[src/rtl/vc_output_scheduler.sv]
// Buffered two-VC output scheduler for one router output link.
// Per-VC round-robin arbiter feeds a small FIFO; link drains VC == polarity.
module vc_output_scheduler #(
  parameter int DATA_WIDTH   = 64,
  parameter int NUM_REQ      = 4,
  parameter int BUFFER_DEPTH = 2
) (
  input  logic                         clk,
  input  logic                         reset,
  input  logic                         polarity,
  input  logic [NUM_REQ-1:0]           req_vc0,
  input  logic [NUM_REQ-1:0]           req_vc1,
  input  logic [NUM_REQ*DATA_WIDTH-1:0] data_vc0,
  input  logic [NUM_REQ*DATA_WIDTH-1:0] data_vc1,
  output logic [NUM_REQ-1:0]           grant_vc0,
  output logic [NUM_REQ-1:0]           grant_vc1,
  output logic                         so,
  input  logic                         ro,
  output logic [DATA_WIDTH-1:0]        data_out,
  output logic                         vc_out,
  output logic                         full_vc0,
  output logic                         full_vc1,
  output logic                         empty_vc0,
  output logic                         empty_vc1
);

  localparam int PW = (NUM_REQ > 1) ? $clog2(NUM_REQ) : 1;
  localparam int AW = (BUFFER_DEPTH > 1) ? $clog2(BUFFER_DEPTH) : 1;
  localparam int CW = $clog2(BUFFER_DEPTH + 1);

  logic [1:0][NUM_REQ-1:0]            req_w;
  logic [1:0][NUM_REQ*DATA_WIDTH-1:0] din_w;
  logic [1:0][NUM_REQ-1:0]            gnt_w;
  logic [1:0][DATA_WIDTH-1:0]         head_w;
  logic [1:0]                         deq_w;
  logic [1:0]                         full_w;
  logic [1:0]                         empty_w;

  assign req_w[0] = req_vc0;
  assign req_w[1] = req_vc1;
  assign din_w[0] = data_vc0;
  assign din_w[1] = data_vc1;

  assign grant_vc0 = gnt_w[0];
  assign grant_vc1 = gnt_w[1];
  assign full_vc0  = full_w[0];
  assign full_vc1  = full_w[1];
  assign empty_vc0 = empty_w[0];
  assign empty_vc1 = empty_w[1];

  function automatic logic [AW-1:0] nxt(input logic [AW-1:0] p);
    return (p == AW'(BUFFER_DEPTH - 1)) ? '0 : p + AW'(1);
  endfunction

  for (genvar v = 0; v < 2; v++) begin : g_vc
    logic [PW-1:0]         rr_q, rr_d;
    logic [AW-1:0]         wp_q, wp_d;
    logic [AW-1:0]         rp_q, rp_d;
    logic [CW-1:0]         cnt_q, cnt_d;
    logic [DATA_WIDTH-1:0] mem_q [BUFFER_DEPTH];
    logic [DATA_WIDTH-1:0] mem_d [BUFFER_DEPTH];
    logic [NUM_REQ-1:0]    gnt;
    logic [DATA_WIDTH-1:0] wdata;
    logic                  is_full, is_empty, enq, deq;

    assign is_full  = (cnt_q == CW'(BUFFER_DEPTH));
    assign is_empty = (cnt_q == '0);
    assign enq      = |gnt;
    assign deq      = (polarity == (v == 1)) && !is_empty && ro;

    assign gnt_w[v]   = gnt;
    assign head_w[v]  = mem_q[rp_q];
    assign deq_w[v]   = deq;
    assign full_w[v]  = is_full;
    assign empty_w[v] = is_empty;

    // Round-robin pick starting after last winner; blocked while full or in reset
    always_comb begin
      logic [PW-1:0] idx;
      idx   = '0;
      gnt   = '0;
      rr_d  = rr_q;
      wdata = '0;
      if (reset && !is_full) begin
        for (int i = 0; i < NUM_REQ; i++) begin
          idx = PW'((int'(rr_q) + 1 + i) % NUM_REQ);
          if (gnt == '0 && req_w[v][idx]) begin
            gnt[idx] = 1'b1;
            rr_d     = idx;
          end
        end
      end
      for (int i = 0; i < NUM_REQ; i++) begin
        if (gnt[i]) wdata = din_w[v][i*DATA_WIDTH +: DATA_WIDTH];
      end
    end

    // FIFO pointer, occupancy and storage next-state
    always_comb begin
      wp_d  = enq ? nxt(wp_q) : wp_q;
      rp_d  = deq ? nxt(rp_q) : rp_q;
      cnt_d = cnt_q;
      if (enq && !deq) cnt_d = cnt_q + CW'(1);
      else if (deq && !enq) cnt_d = cnt_q - CW'(1);
      mem_d = mem_q;
      if (enq) mem_d[wp_q] = wdata;
    end

    // Per-VC arbiter and FIFO state
    always_ff @(posedge clk or negedge reset) begin
      if (!reset) begin
        rr_q  <= PW'(NUM_REQ - 1);
        wp_q  <= '0;
        rp_q  <= '0;
        cnt_q <= '0;
        for (int i = 0; i < BUFFER_DEPTH; i++) mem_q[i] <= '0;
      end else begin
        rr_q  <= rr_d;
        wp_q  <= wp_d;
        rp_q  <= rp_d;
        cnt_q <= cnt_d;
        mem_q <= mem_d;
      end
    end
  end

  logic                  so_q, so_d;
  logic [DATA_WIDTH-1:0] data_q, data_d;
  logic                  vc_q, vc_d;

  // Link register: load head of the VC allowed by polarity
  always_comb begin
    so_d   = deq_w[0] | deq_w[1];
    data_d = data_q;
    vc_d   = vc_q;
    if (deq_w[1]) begin
      data_d = head_w[1];
      vc_d   = 1'b1;
    end else if (deq_w[0]) begin
      data_d = head_w[0];
      vc_d   = 1'b0;
    end
  end

  // Registered link outputs
  always_ff @(posedge clk or negedge reset) begin
    if (!reset) begin
      so_q   <= 1'b0;
      data_q <= '0;
      vc_q   <= 1'b0;
    end else begin
      so_q   <= so_d;
      data_q <= data_d;
      vc_q   <= vc_d;
    end
  end

  assign so       = so_q;
  assign data_out = data_q;
  assign vc_out   = vc_q;

endmodule

[config.mk]
export PLATFORM = sky130hd
export DESIGN_NAME = vc_output_scheduler
export DESIGN_NICKNAME = d
export VERILOG_FILES = /design/src/rtl/vc_output_scheduler.sv
export SDC_FILE = /design/constraint.sdc
export NUM_CORES = 1
export LEC_CHECK = 0
export BUFFER_PORTS_ARGS = -buffer_cell sky130_fd_sc_hd__buf_2
export CAP_MARGIN = 10
export CORE_AREA = 3 3 234 236
export DETAILED_ROUTE_END_ITERATION = 12
export DIE_AREA = 0 0 237 239
export GPL_TIMING_DRIVEN = 0
export SYNTH_ARGS = -nofsm -noshare
export SYNTH_HDL_FRONTEND = slang
export SYNTH_SLANG_ARGS = --single-unit
[constraint.sdc]
create_clock -name clk -period 8.35 [get_ports clk]
set_clock_uncertainty 0.1 [all_clocks]
set_input_delay 1.67 -clock clk [delete_from_list [all_inputs] [get_ports clk]]
set_output_delay 1.67 -clock clk [all_outputs]
set_load 0.01 [all_outputs]
# --- After elaboration in Yosys (flattened, before gate mapping) ---
# Cells that the tools add are included.
op_classes:
  n_addsub: 16
  n_lt_le_gt_ge: 22
  eq_ne: 2
  mux: 88
  bitwise_logic: 12
  reduce_logical: 51
ops:
  columns: ["cell", "count"]
  rows:
  - ["64-bit 2-to-1 mux", 18]
  - ["128-bit bitwise mux", 2]
  - ["64-bit demux with 1-bit select", 2]
  - ["4-bit 2-to-1 mux", 16]
  - ["1-bit logical AND", 26]
  - ["4-bit logical NOT", 6]
  - ["2-bit by 3-bit less-than comparator with 1-bit output (second input constant)", 8]
  - ["2-bit 2-to-1 mux", 12]
  - ["4-bit bitwise OR", 6]
  - ["1-bit 2-to-1 mux", 22]
  - ["1-bit binary-select mux with 2-bit select", 8]
  - ["1-bit demux with 2-bit select", 8]
  - ["2-bit by 1-bit greater-or-equal comparator with 1-bit output (second input constant)", 8]
  - ["2-bit adder (second input constant)", 6]
  - ["2-bit by 1-bit adder with 2-bit output (second input constant)", 4]
  - ["2-bit greater-or-equal comparator (second input constant)", 4]
  - ["1-bit logical NOT", 8]
  - ["1-bit inverter with 2-bit output", 4]
  - ["4-bit nonzero test", 2]
  - ["4-bit OR reduction", 2]
  - ["2-bit nonzero test", 3]
  - ["1-bit adder (second input constant)", 4]
  - ["2-bit == test (second input constant)", 2]
  - ["2-bit logical NOT", 2]
  - ["5 further kinds", 8]
word_totals:
  reg_bits: 334
  inputBits: 524
  out_inout_bits: 78
  wordCells: 206

# --- Depth between registers and ports, before layout ---
depth:
  depth_word: 24
  ltp_mapped: 17
  mapped_depth_nobuf: 14

# --- Least setup slack after synthesis ---
# OpenSTA, ideal clock, no wires.
synth_timing:
  path_kind: "input to output"
  startpoint: "in req_vc1[2]"
  endpoint: "out grant_vc1[3]"
  arrival_ns: 3.870
  required_time_ns: 6.580
  path_slack_ns: 2.710
  stages: 11
  path_buffers: 2
  cell_sequence: "mux4_2 > a31o_1 > o22ai_1 > o2111ai_1 > and3_1 > nand4_1 > o31ai_1 > nand2_1 > clkbuf_1 > clkbuf_1 > inv_1"
synth_via:
  elab_chain_cells: 16
  elab_cells_between_ends: 25
  classes_between: "mux: 16; bitwise: 3; reduce/logical: 6"
synth_rtl:
  columns: ["element", "line_no", "text"]
  rows:
  - ["from (decl)", "12", "input logic [NUM_REQ-1:0] req_vc1,"]
  - ["1-bit binary-select mux with 2-bit select", "87", "if (gnt == '0 && req_w[v][idx]) begin"]
  - ["1-bit 2-to-1 mux (not written as such)", "87", null]
  - ["4-bit 2-to-1 mux", "87", null]
  - ["4-bit 2-to-1 mux", "84", "if (reset && !is_full) begin"]
  - ["4-bit logical NOT", "87", null]
  - ["1-bit logical AND", "87", null]
  - ["4-bit 2-to-1 mux", "87", null]
  - ["4-bit 2-to-1 mux", "84", null]
  - ["4-bit logical NOT", "87", null]
  - ["1-bit logical AND", "87", null]
  - ["4-bit 2-to-1 mux", "87", null]
  - ["4-bit 2-to-1 mux", "84", null]
  - ["4-bit logical NOT", "87", null]
  - ["1-bit logical AND", "87", null]
  - ["4-bit 2-to-1 mux (*)", "87", null]
  - ["4-bit 2-to-1 mux (*)", "84", null]
  - ["to (decl)", "16", "output logic [NUM_REQ-1:0] grant_vc1,"]
# Mark *: on every way between the ends. The rest lies on a longest branch, timed or not. The select of a mux whose other input is x is not followed.

# --- Worst setup path in the final report ---
layout_timing:
  startpoint: "reg g_vc[1].rr_q[0]"
  endpoint: "out grant_vc1[3]"
layout_via:
  elab_chain_cells: 19
  elab_cells_between_ends: 49
  classes_between: "add/sub: 4; order compare: 8; mux: 24; bitwise: 3; reduce/logical: 10"
layout_rtl:
  columns: ["element", "line_no", "text"]
  rows:
  - ["from (decl)", "56", "logic [PW-1:0] rr_q, rr_d;"]
  - ["from (signal assigned)", "112", "rr_q <= PW'(NUM_REQ - 1);"]
  - ["from (signal assigned)", "118", "rr_q <= rr_d;"]
  - ["2-bit by 1-bit adder with 2-bit output (*)", "86", "idx = PW'((int'(rr_q) + 1 + i) % NUM_REQ);"]
  - ["2-bit by 3-bit less-than comparator with 1-bit output (not written as such) / 2-bit by 1-bit greater-or-equal comparator with 1-bit output (equally long branches)", "88", "gnt[idx] = 1'b1;"]
  - ["1-bit logical AND (not written as such)", "88", null]
  - ["1-bit 2-to-1 mux (not written as such)", "88", null]
  - ["1-bit demux with 2-bit select", "88", null]
  - ["4-bit 2-to-1 mux", "87", null]
  - ["4-bit 2-to-1 mux", "84", null]
  - ["4-bit logical NOT", "87", null]
  - ["[... 3 more ...]", null, null]
  - ["4-bit logical NOT", "87", null]
  - ["1-bit logical AND", "87", null]
  - ["4-bit 2-to-1 mux", "87", null]
  - ["4-bit 2-to-1 mux", "84", null]
  - ["4-bit logical NOT", "87", null]
  - ["1-bit logical AND", "87", null]
  - ["4-bit 2-to-1 mux (*)", "87", null]
  - ["4-bit 2-to-1 mux (*)", "84", null]
# Marks and branches as above.

==> results.md <==
- Ports placed on the boundary: 602
- Net count, final: approximately 2.9k
- Data required time at the worst endpoint: ~6600 ps
- Width of the chip: roughly 240 um
- Critical path's top delay family: buffers and inverters
- Fill cell total of the finished layout: 5068
- Critical path, cell by cell: buf_6 -> inv_1 -> ha_1 -> buf_2 -> mux2i_1 -> a32o_1 -> a21oi_1 -> o211a_2 -> a222oi_1 -> o31ai_1 -> nand2_1 -> clkbuf_1 -> clkbuf_1 -> inv_1 -> buf_2
- Final setup violation count: 0
- CTS Buffer Depth: 3
- CTS resizes: 0
- Final Hold Fails: 0
- Sequential fraction of the synthesis area: between 40% and 50%
- Shortest clock period the worst path allows after layout: between 7000 and 8000 ps
- Count of standard-cell rows: 84
- Clk sink count: roughly 330
- WL per Instance: ~27 um
- Max Cap Viol: 0
- Maximum net fanout on the critical path: 10
- CP Capture Type: output port
- Tightest Hold Check Type: flip-flop to flip-flop
- Setup repair after global routing missed its margin: no
- Yosys warning total: 0
- Number of stages on the worst hold path: 2
- Port buffer count: about 600
- Worst slew margin relative to its limit: about an eighth
- Post-route non-filler standard cell count: about 3k
- Number of buffers inserted to repair setup after CTS: 0
- Category of the critical setup timing path: flip-flop to output port
- Hold Startpoint: data_out[42]
- Distinct cells, synth: 79
- Number of slew-limit violations in the final report: 0
- Vias after detailed routing: ~18k
- Setup slack on the worst flop-to-flop path: approximately 2700 ps
- First-pass iteration count of the detailed router: 8
- Remaining number of nets flagged by the antenna check after routing: 0
- Post-Route Setup TNS: 0 ps
- Die area: 56600 um2
- Overall die height: approximately 240 um
- Half-perimeter wire length after detailed placement: 63000 um
- Kind of launch point of the worst setup path: flip-flop
- Clk slew on worst S/H paths: roughly 60 ps
- Buffer cell driving the clock tree root: clkbuf_16
- Maximum vdd drop: between 200 and 250 uV
- Delay of the slowest critical-path stage: just over 900 ps
- Overall overflow remaining after global route: 0
- Via density per instance: between 5 and 6
- Pwr Density: about 510 nW/um2
- R2R Path Start: g_vc[0].rr_q[0]
- Count of buffering cells on the critical path with inverters included: 7
- Slowest CP cell: clkbuf_1
- Reg2Reg Depth: 14
- Mean instance size in the synthesized netlist: around 11 um2
- Synthesized instance count: between 1.5k and 2k
- Async S/R FF share, synth: 100%
- Layout cells sized above 1: 39.2%
- Fraction of the cycle the final worst path needs: about 85%
- Flip-flop cell with the highest count after synthesis: dfrtp_1
- Global-route usage over all layers: around 28%
- First-pass GRT wire length: 118000 um
- Number of DRC violations after detailed-routing iteration 0: ~1.7k
- Clock H-tree levels: 2
- Number of enable flip-flop cells after synthesis: 0
- Crit path DAT: between 5000 and 6000 ps
- Total DRC errors in the routed layout: 0
- Number of global-route vias before repair: 18.3k
- Number of hold buffers added after CTS: 0
- Placed Cells incl. Taps: ~3.0k
- Net count of the mapped netlist: 2231
- WL final: a little over 80000 um
- Static power due to leakage: 11.0 nW
- Num CTS Buffers: 39
- Number of flip-flops and latches in the synthesized netlist: ~330
- Endpoint of the worst hold path: data_out[42]
- Final RePlAce weighted congestion: slightly below 1
- Status: complete, no violations
- Pin count of the biggest net entering global routing: ~120
- Number of antenna violations at the first check in global routing: 5
- Timing-limited maximum frequency: 0.141 GHz
- Insertion delay to the later sink of the worst-skew pair: between 500 and 600 ps
- Synth Cell Area: ~18000 um2
- TritonCTS clock tree: done
- Effective utilization at floorplan: 34.9%
- End of the worst register-to-register path: g_vc[0].mem_q[84]
- Relative area change from synthesis to final layout: 29.0%
- Transition time at the pin with the least slew margin: 1320 ps
- Core Box Area: ~53000 um2
[Yosys cell counts, types with 32 or more instances]
master    instances  area, um2
a221o_1         128       1280
clkbuf_1         86        323
dfrtp_1         330       8260
buf_2            45        225
mux2i_1         136       1360
o221ai_1         34        298
o221a_2          63        709
mux2_2          103       1160
nand2_1         124        465
a31oi_1         130        813
a221oi_1         32        280
o211ai_1         66        495
nor2_1          181        679
[worst min-delay path, delay by kind of cell (launching register included)]
family             cells  cell delay [ps]
AOI/OAI and AO/OA      1               60
DFF                    1              330
and+or+nand+nor        1               50
[per-layer routing]
metal	track usage, %	share of wire, %	up-vias
li1	-	-	7921
met1	34.6	40	9043
met2	49.9	51	732
met3	5.15	6.5	108
met4	7.18	2.5	4
met5	0	0.034	-
[final cells by class]
type | instances | area [um2] | area share [%]
buffer | 155 | 724 | 3.06
clock inverter | 11 | 118 | 0.496
multi-input combinational | 1185 | 9240 | 39.0
tap | 688 | 861 | 3.63
antenna | 3 | 7.51 | 0.0317
clock buffer | 59 | 1200 | 5.08
sequential | 334 | 8360 | 35.3
timing repair buffer | 606 | 3120 | 13.2
inverter | 16 | 60.1 | 0.253
[worst max path at each step]
stage,cells past startpoint,endpoint,slack (ps),startpoint
after detailed placement,13,grant_vc1[3],1450,req_vc1[2]
after floorplan,11,grant_vc1[3],2710,req_vc1[2]
after global routing,15,grant_vc1[3],1000,g_vc[1].rr_q[0]
after global placement,8,g_vc[1].mem_q[24],-4270,reset
final,15,grant_vc1[3],1280,g_vc[1].rr_q[0]
after CTS,15,grant_vc1[3],1340,g_vc[1].rr_q[0]
[power by group]
part	internal, mW	switching, mW
Clock	1.06	0.707
Combinational	2.97	4.41
Sequential	2.43	0.408
Total	6.46	5.52
[placed cells by master (no fill, tap or decap), types with 66 or more instances in the layout]
master and instances:
a221o_1 128, a31oi_1 130, buf_2 645, clkbuf_1 93
dfrtp_1 330, mux2_2 103, mux2i_1 136, nand2_1 124
nor2_1 181, o211ai_1 66
[metrics by stage]
stage	total power, mW	hold slack [ps]	instance area, um2	util, %	setup WS (ps)
floorplan	7.55	355	18400	-	2710
global placement	10.0	367	22200	42.2	-4270
detailed placement	10.2	369	22400	42.5	1450
CTS	12.0	382	23700	45.0	1340
global route	12.7	399	23700	45.0	1000
finish	12.0	378	23700	45.0	1280
[flip-flops by register name (all words and copies together) (netlist names)]
register / count
vc_out: 1
g_vc.wp_q: 2
g_vc.mem_q: 256
so: 1
g_vc.cnt_q: 4
g_vc.rr_q: 4
g_vc.rp_q: 2
data_out: 64
[kinds of logic (layout without fill, tap and decap cells)]
kind of cell	count (synthesis)	count (layout)	synth area share, %
xor gates and xnor gates	10	10	0.477
DFF	334	334	45.5
muxes	274	274	16.2
buffers and inverters	171	847	4.27
and+or+nand+nor	359	359	8.18
other	0	3	0
adders and majority gates	17	17	1.16
AOI/OAI and AO/OA	525	525	24.2
(Power assumes the default switching activity.)
